===== src/rtl/led_pkg.sv =====
// ---------------------------------------------------------------------------
// led_pkg
// Shared definitions for the WS2812B frame scheduler:
//   - sched_state_t : scheduler FSM states
//   - grb_t         : one 24-bit GRB colour word, bit 23 sent first
//   - DEF_*         : default WS2812B bit/latch timings in 40 MHz clock cycles
// ---------------------------------------------------------------------------
package led_pkg;

  typedef enum logic [1:0] {
    IDLE  = 2'd0,
    FETCH = 2'd1,
    SEND  = 2'd2,
    LATCH = 2'd3
  } sched_state_t;

  typedef logic [23:0] grb_t;

  localparam int GRB_BITS      = 24;
  localparam int DEF_T0H       = 16;
  localparam int DEF_T0L       = 34;
  localparam int DEF_T1H       = 32;
  localparam int DEF_T1L       = 18;
  localparam int DEF_RESET_CYC = 2000;

endpackage


===== src/rtl/led_bit_tx.sv =====
// ---------------------------------------------------------------------------
// led_bit_tx
// Serialises one 24-bit GRB word MSB-first with WS2812B bit timing: each bit
// is TxH cycles high followed by TxL cycles low.
// Ports:
//   clk, reset_n   clock, synchronous active-low reset
//   load           take load_word and start sending it this edge (may coincide
//                  with word_last_low for back-to-back words)
//   load_word      24-bit colour to send
//   word_last_low  high during the last low cycle of the word's final bit
//   dout           serial line
// ---------------------------------------------------------------------------
module led_bit_tx
  import led_pkg::*;
#(
  parameter int T0H = DEF_T0H,
  parameter int T0L = DEF_T0L,
  parameter int T1H = DEF_T1H,
  parameter int T1L = DEF_T1L
) (
  input  logic        clk,
  input  logic        reset_n,
  input  logic        load,
  input  logic [23:0] load_word,
  output logic        word_last_low,
  output logic        dout
);

  localparam int BIT0_LEN = T0H + T0L;
  localparam int BIT1_LEN = T1H + T1L;
  localparam int MAX_LEN  = (BIT0_LEN > BIT1_LEN) ? BIT0_LEN : BIT1_LEN;
  localparam int PH_W     = (MAX_LEN > 1) ? $clog2(MAX_LEN) : 1;

  grb_t            shift_q, shift_d;
  logic [PH_W-1:0] phase_q, phase_d;
  logic [4:0]      bit_q, bit_d;
  logic            active_q, active_d;

  logic            cur_bit;
  logic [PH_W-1:0] high_len;
  logic [PH_W-1:0] last_phase;
  logic            bit_end;

  always_comb begin
    cur_bit       = shift_q[GRB_BITS-1];
    high_len      = cur_bit ? PH_W'(T1H) : PH_W'(T0H);
    last_phase    = cur_bit ? PH_W'(BIT1_LEN - 1) : PH_W'(BIT0_LEN - 1);
    bit_end       = active_q && (phase_q == last_phase);
    word_last_low = bit_end && (bit_q == 5'(GRB_BITS - 1));
    // Line level is a single compare on flopped state, so it is low the
    // cycle after reset and during every idle/fetch/latch cycle.
    dout          = active_q && (phase_q < high_len);

    shift_d  = shift_q;
    phase_d  = phase_q;
    bit_d    = bit_q;
    active_d = active_q;

    if (load) begin
      shift_d  = load_word;
      phase_d  = '0;
      bit_d    = '0;
      active_d = 1'b1;
    end else if (bit_end) begin
      phase_d = '0;
      if (word_last_low) begin
        bit_d    = '0;
        active_d = 1'b0;
      end else begin
        shift_d = {shift_q[GRB_BITS-2:0], 1'b0};
        bit_d   = bit_q + 5'd1;
      end
    end else if (active_q) begin
      phase_d = phase_q + 1'b1;
    end
  end

  always_ff @(posedge clk) begin
    if (!reset_n) begin
      shift_q  <= '0;
      phase_q  <= '0;
      bit_q    <= '0;
      active_q <= 1'b0;
    end else begin
      shift_q  <= shift_d;
      phase_q  <= phase_d;
      bit_q    <= bit_d;
      active_q <= active_d;
    end
  end

endmodule


===== src/rtl/led_frame_scheduler.sv =====
// ---------------------------------------------------------------------------
// led_frame_scheduler
// Frame controller for a WS2812B matrix: walks every LED in chain order,
// fetches its GRB colour from a row-major frame buffer (one pixel prefetched
// ahead), serialises it through led_bit_tx, then holds the latch gap.
// Ports:
//   clk, reset_n  clock, synchronous active-low reset
//   start         1-cycle pulse, send one frame (ignored while busy)
//   busy          high from the cycle after an accepted start until frame_done
//   frame_done    1-cycle pulse in the last latch-gap cycle
//   pix_req       fetch request, pix_addr stable while high
//   pix_addr      frame-buffer address row*NUM_COLS + col
//   pix_ack       1-cycle acknowledge, pix_data valid with it
//   pix_data      GRB colour
//   datastream    WS2812B serial line
// Configuration macro: LED_SERPENTINE_EN
//   defined   : odd columns are wired bottom-up (snake wiring)
//   undefined : every column wired top-down
// ---------------------------------------------------------------------------
module led_frame_scheduler
  import led_pkg::*;
#(
  parameter int NUM_COLS  = 8,
  parameter int NUM_ROWS  = 8,
  parameter int ADDR_W    = 6,
  parameter int T0H       = DEF_T0H,
  parameter int T0L       = DEF_T0L,
  parameter int T1H       = DEF_T1H,
  parameter int T1L       = DEF_T1L,
  parameter int RESET_CYC = DEF_RESET_CYC
) (
  input  logic              clk,
  input  logic              reset_n,
  input  logic              start,
  output logic              busy,
  output logic              frame_done,
  output logic              pix_req,
  output logic [ADDR_W-1:0] pix_addr,
  input  logic              pix_ack,
  input  logic [23:0]       pix_data,
  output logic              datastream
);

  localparam int NUM_LEDS = NUM_COLS * NUM_ROWS;
  localparam int IDX_W    = (NUM_LEDS > 1) ? $clog2(NUM_LEDS) : 1;
  localparam int LAT_W    = (RESET_CYC > 1) ? $clog2(RESET_CYC) : 1;
  localparam logic [IDX_W-1:0] LAST_IDX = IDX_W'(NUM_LEDS - 1);
  localparam logic [LAT_W-1:0] LAT_END  = LAT_W'(RESET_CYC - 1);

  // Chain index -> frame-buffer address. The chain runs down each column.
  function automatic logic [ADDR_W-1:0] led_addr(input logic [IDX_W-1:0] idx);
    int col;
    int p;
    int row;
    col = int'(idx) / NUM_ROWS;
    p   = int'(idx) % NUM_ROWS;
`ifdef LED_SERPENTINE_EN
    row = (col % 2 == 1) ? (NUM_ROWS - 1 - p) : p;
`else
    row = p;
`endif
    return ADDR_W'(row * NUM_COLS + col);
  endfunction

  sched_state_t      state_q, state_d;
  logic [IDX_W-1:0]  idx_q, idx_d;
  logic              req_q, req_d;
  logic [ADDR_W-1:0] addr_q, addr_d;
  grb_t              buf_q, buf_d;
  logic              buf_full_q, buf_full_d;
  logic [LAT_W-1:0]  lat_q, lat_d;

  logic              tx_load;
  logic [23:0]       tx_word;
  logic              word_last_low;
  logic              ack_ok;
  logic              has_next;

  assign ack_ok   = req_q && pix_ack;     // acks with no request are ignored
  assign has_next = (idx_q != LAST_IDX);

  always_comb begin
    state_d    = state_q;
    idx_d      = idx_q;
    req_d      = req_q;
    addr_d     = addr_q;
    buf_d      = buf_q;
    buf_full_d = buf_full_q;
    lat_d      = lat_q;
    tx_load    = 1'b0;
    tx_word    = buf_q;
    frame_done = 1'b0;

    case (state_q)
      IDLE: begin
        if (start) begin
          state_d = FETCH;
          idx_d   = '0;
          req_d   = 1'b1;
          addr_d  = led_addr('0);
        end
      end

      FETCH: begin
        if (ack_ok) begin
          tx_load = 1'b1;
          tx_word = pix_data;
          req_d   = 1'b0;
          state_d = SEND;
        end
      end

      SEND: begin
        // Prefetch: one outstanding request for idx+1 while the buffer is empty.
        if (ack_ok) begin
          buf_d      = pix_data;
          buf_full_d = 1'b1;
          req_d      = 1'b0;
        end else if (!req_q && !buf_full_q && has_next && !word_last_low) begin
          req_d  = 1'b1;
          addr_d = led_addr(idx_q + 1'b1);
        end

        if (word_last_low) begin
          if (!has_next) begin
            state_d = LATCH;
            lat_d   = '0;
          end else begin
            idx_d = idx_q + 1'b1;
            if (buf_full_q) begin
              tx_load    = 1'b1;
              tx_word    = buf_q;
              buf_full_d = 1'b0;
            end else if (ack_ok) begin
              // Prefetch data landing on the word boundary goes straight out.
              tx_load    = 1'b1;
              tx_word    = pix_data;
              buf_full_d = 1'b0;
            end else if (req_q) begin
              // Keep the pending request as is; FETCH waits for its ack.
              state_d = FETCH;
            end else begin
              state_d = FETCH;
              req_d   = 1'b1;
              addr_d  = led_addr(idx_q + 1'b1);
            end
          end
        end
      end

      LATCH: begin
        if (lat_q == LAT_END) begin
          frame_done = 1'b1;
          state_d    = IDLE;
        end else begin
          lat_d = lat_q + 1'b1;
        end
      end

      default: state_d = IDLE;
    endcase
  end

  always_ff @(posedge clk) begin
    if (!reset_n) begin
      state_q    <= IDLE;
      idx_q      <= '0;
      req_q      <= 1'b0;
      addr_q     <= '0;
      buf_q      <= '0;
      buf_full_q <= 1'b0;
      lat_q      <= '0;
    end else begin
      state_q    <= state_d;
      idx_q      <= idx_d;
      req_q      <= req_d;
      addr_q     <= addr_d;
      buf_q      <= buf_d;
      buf_full_q <= buf_full_d;
      lat_q      <= lat_d;
    end
  end

  assign busy     = (state_q != IDLE) && !frame_done;
  assign pix_req  = req_q;
  assign pix_addr = addr_q;

  led_bit_tx #(
    .T0H(T0H),
    .T0L(T0L),
    .T1H(T1H),
    .T1L(T1L)
  ) u_bit_tx (
    .clk          (clk),
    .reset_n      (reset_n),
    .load         (tx_load),
    .load_word    (tx_word),
    .word_last_low(word_last_low),
    .dout         (datastream)
  );

endmodule


===== config.mk =====
export PLATFORM = sky130hd
export DESIGN_NAME = led_frame_scheduler
export DESIGN_NICKNAME = d
export VERILOG_FILES = /design/src/rtl/led_pkg.sv /design/src/rtl/led_bit_tx.sv /design/src/rtl/led_frame_scheduler.sv
export SDC_FILE = /design/constraint.sdc
export NUM_CORES = 1
export LEC_CHECK = 0
export ABC_AREA = 1
export CORE_AREA = 10 10 140 116
export CTS_CLUSTER_SIZE = 20
export DETAILED_ROUTE_END_ITERATION = 12
export DIE_AREA = 0 0 150 126
export SYNTH_ARGS = -nofsm -noshare
export SYNTH_HDL_FRONTEND = slang
export SYNTH_SLANG_ARGS = --single-unit

===== constraint.sdc =====
create_clock -name clk -period 2.4 [get_ports clk]
set_input_delay 0.36 -clock clk [delete_from_list [all_inputs] [get_ports clk]]
set_output_delay 0.36 -clock clk [all_outputs]
set_load 0.03 [all_outputs]

==> impl_metrics.toml <==
[run_status]
outcome = "finished, final reports clean"

[floorplanning]
dieArea_um2 = 18900
core_um2 = 13400
initial_utilization_pct = 44.1
core.rowCount = 38
die_w_um = 150
die_y_um = 126
boundaryPins = 38

[run]
drv_cap = 0

[pwr]
power.leakage_nw = 3.30
peakVddDrop_v = 0.000435
powerDensity_nw_per_um2 = 804

[synth]
synth_cell_types = 39
synth_top_area_share_pct = 29.4
synth_nets = 1059
synth.avg_cell_area_um2 = 5.80
synthSimpleGateAreaFrac_pct = 41.8
ys.flop_type = "dfxtp_1"
synth_top_cells_by_area = "dfxtp_1 (29%), nand2_1 (26%), inv_1 (7.9%)"
netlist_area_um2 = 5920
synth_most_common_cell = "nand2_1"
synth_edf_count = 0
synth_fa_ha_area_share_pct = 2.11
synth_compound_gate_area_share_pct = 11.8
synthTopCellsByCount = "nand2_1 (414), inv_1 (124), nor2_1 (94), dfxtp_1 (87), nand3_1 (66)"
ys_ff_latch = 87
seq_area_frac_synth_pct = 29.4
synth_top_family_by_area = "simple AND/OR/NAND/NOR gates"
synth_largest_area_cell = "dfxtp_1"
async_flop_share_pct = 0
syn-instance-count = 1021
post_synth_xor_area_fraction_pct = 2.07
synth_warnings = 0
muxShareOfSynthArea_pct = 0

[routing]
drtPass1Iterations = 4
vias = 5888
routed_wl_um = 14900
drc = 0
drt_iter0_drc = 376
ant_nets = 0
vias_per_cell = 4.81
routedWlPerCell_um = 12.2

[global_routing]
grt_max_degree = 46
grt_pass1_vias = 5384
grt_pass1_wl_um = 26100
grt.total_usage_pct = 16.5
grt-ovfl-total = 0
antenna_found_initial = 0

[placement]
dp.cells = 1207
gp_congestion = 0.802
hpwlAfterDp_um = 10000
io_buffers = 37
dp_worst_setup_slack_ns = 0.158

[setup_path]
cp.arrival_ns = 2.39
r2r_start = "idx_q[0]"
end_kind = "flop"
regToRegEndpoint = "u_bit_tx.shift_q[3]"
rrSetupSlack_ns = 0.23
startpoint_type = "flop"
crit_required_ns = 2.62
crit_fanout = 45
cp-startpoint = "idx_q[0]"
r2r_cells = 10
crit_end = "u_bit_tx.shift_q[3]"
worstSetupPathType = "reg -> reg"

[timing]
drv_slew = 0
fin_setup_tns_ns = 0
tightest_slew_ns = 0.804
finalWorstSetupSlack_ns = 0.234
fin_skew_ns = 0.00619
fin_hold_ws_ns = 0.459
fmax_mhz = 462
finalSetupViolCount = 0
grt_setup_unrepaired = "no"
finalHoldViolCount = 0
fin_crit_ns = 2.17
slew_headroom_pct = 46.4
final.period_utilization_pct = 90.3

[min_path]
whs_path_depth = 2
hold_class = "reg -> reg"

[cts]
path_clk_slew_ns = 0.06
cts_root_buf = "clkbuf_16"
cts_buffer_depth = 2
cts.htree.levels = 3
cts_num_sinks = 87
cts_tree = "done"
numCtsBuffers = 9
insertion_delay_ns = 0.35
cts_setup_buffers = 0

[finish]
layout.cells.non_filler = 1223
diodes = 0
fill_cells = 1442
drive_gt1_share_pct = 6.52
final_nets = 1076
area_growth_pct = 14.0
-- timing repair --
item | in CTS | in global routing
hold buffers | 0 | 0
resized for setup | 2 | 11
setup endpoints to repair | 2 | 4
-- layout make-up --
| type | instances | area [um^2] | area share [%] |
|---|---|---|---|
| repair buffers | 60 | 568 | 8.42 |
| flip-flops and latches | 87 | 1740 | 25.8 |
| clock buffers | 10 | 229 | 3.39 |
| well taps | 180 | 225 | 3.34 |
| multi-input cells | 749 | 3430 | 50.8 |
| inverters | 131 | 494 | 7.32 |
| clock inverters | 6 | 61.3 | 0.908 |
-- layout by cell type (no fill, tap or decap), types with 3 or more instances in the layout --
master	n
a211oi_1	3
a21oi_1	52
buf_12	3
buf_4	20
clkbuf_16	9
clkdlybuf4s50_1	33
clkinv_2	3
dfxtp_1	87
ha_1	8
inv_1	124
inv_2	5
nand2_1	414
nand2_2	3
nand2_4	3
nand3_1	66
nor2_1	92
nor3_1	6
o211ai_1	25
o21ai_0	18
o21ai_1	20
or2_2	4
xnor2_1	4
xor2_1	10
-- kinds of logic (layout without fill, tap and decap cells) --
logic type | Yosys count | count (layout)
AO/OA/AOI/OAI | 122 | 122
XOR/XNOR | 14 | 14
adder cells (fa/ha/maj) | 10 | 10
buffers and inverters | 185 | 207
flip-flops | 87 | 87
AND/OR/NAND/NOR | 603 | 603
-- worst min-delay path by stage --
stage,start,endpoint,slack (ns)
CTS,pix_addr[3],pix_addr[3],0.46
global placement,pix_addr[3],pix_addr[3],0.45
finish,pix_addr[3],pix_addr[3],0.46
global route,pix_addr[1],pix_addr[1],0.48
floorplan,lat_q[4],lat_q[4],0.46
detailed placement,pix_addr[3],pix_addr[3],0.45
-- state kept, by name, indices dropped and copies added, names as in the netlist --
signal	cells
state_q	2
u_bit_tx.active_q	1
buf_q	24
u_bit_tx.bit_q	5
pix_req	1
idx_q	6
buf_full_q	1
lat_q	11
u_bit_tx.shift_q	24
u_bit_tx.phase_q	6
pix_addr	6
-- power breakdown --
| part | switching, W | total, W | internal [W] |
|---|---|---|---|
| clock network | 0.000603 | 0.00141 | 0.000803 |
| registers | 0.000215 | 0.00185 | 0.00164 |
| logic | 0.00139 | 0.00217 | 0.000777 |
-- per-stage QoR --
stage               instance area [um^2]  total power, W  utilization (%)
finish                              6750         0.00543             50.3
global route                        6750         0.00594             50.3
CTS                                 6750         0.00548             50.3
detailed placement                  6460         0.00406             48.2
global placement                    6460         0.00406             48.2
floorplan                           5920         0.00350                -
-- routing by layer --
layer / up-vias / wire, um / global-route usage [%]
li1: 3185 / - / -
met1: 2581 / 7590 / 22.3
met2: 113 / 6340 / 25.7
met3: 9 / 864 / 4.37
met4: 0 / 146 / 3.88
met5: - / 0 / 0
-- worst max-delay path, stage by stage, from the launching register on --
cell	delay [ns]
dfxtp_1	0.38
ha_1	0.21
nand3_1	0.14
nor2_2	0.36
nor2_1	0.07
nand3_1	0.09
nand2_1	0.08
nand2_4	0.11
nand2_4	0.26
o21ai_0	0.27
a21oi_1	0.05
No activity file was read; power rests on OpenSTA's default activity.
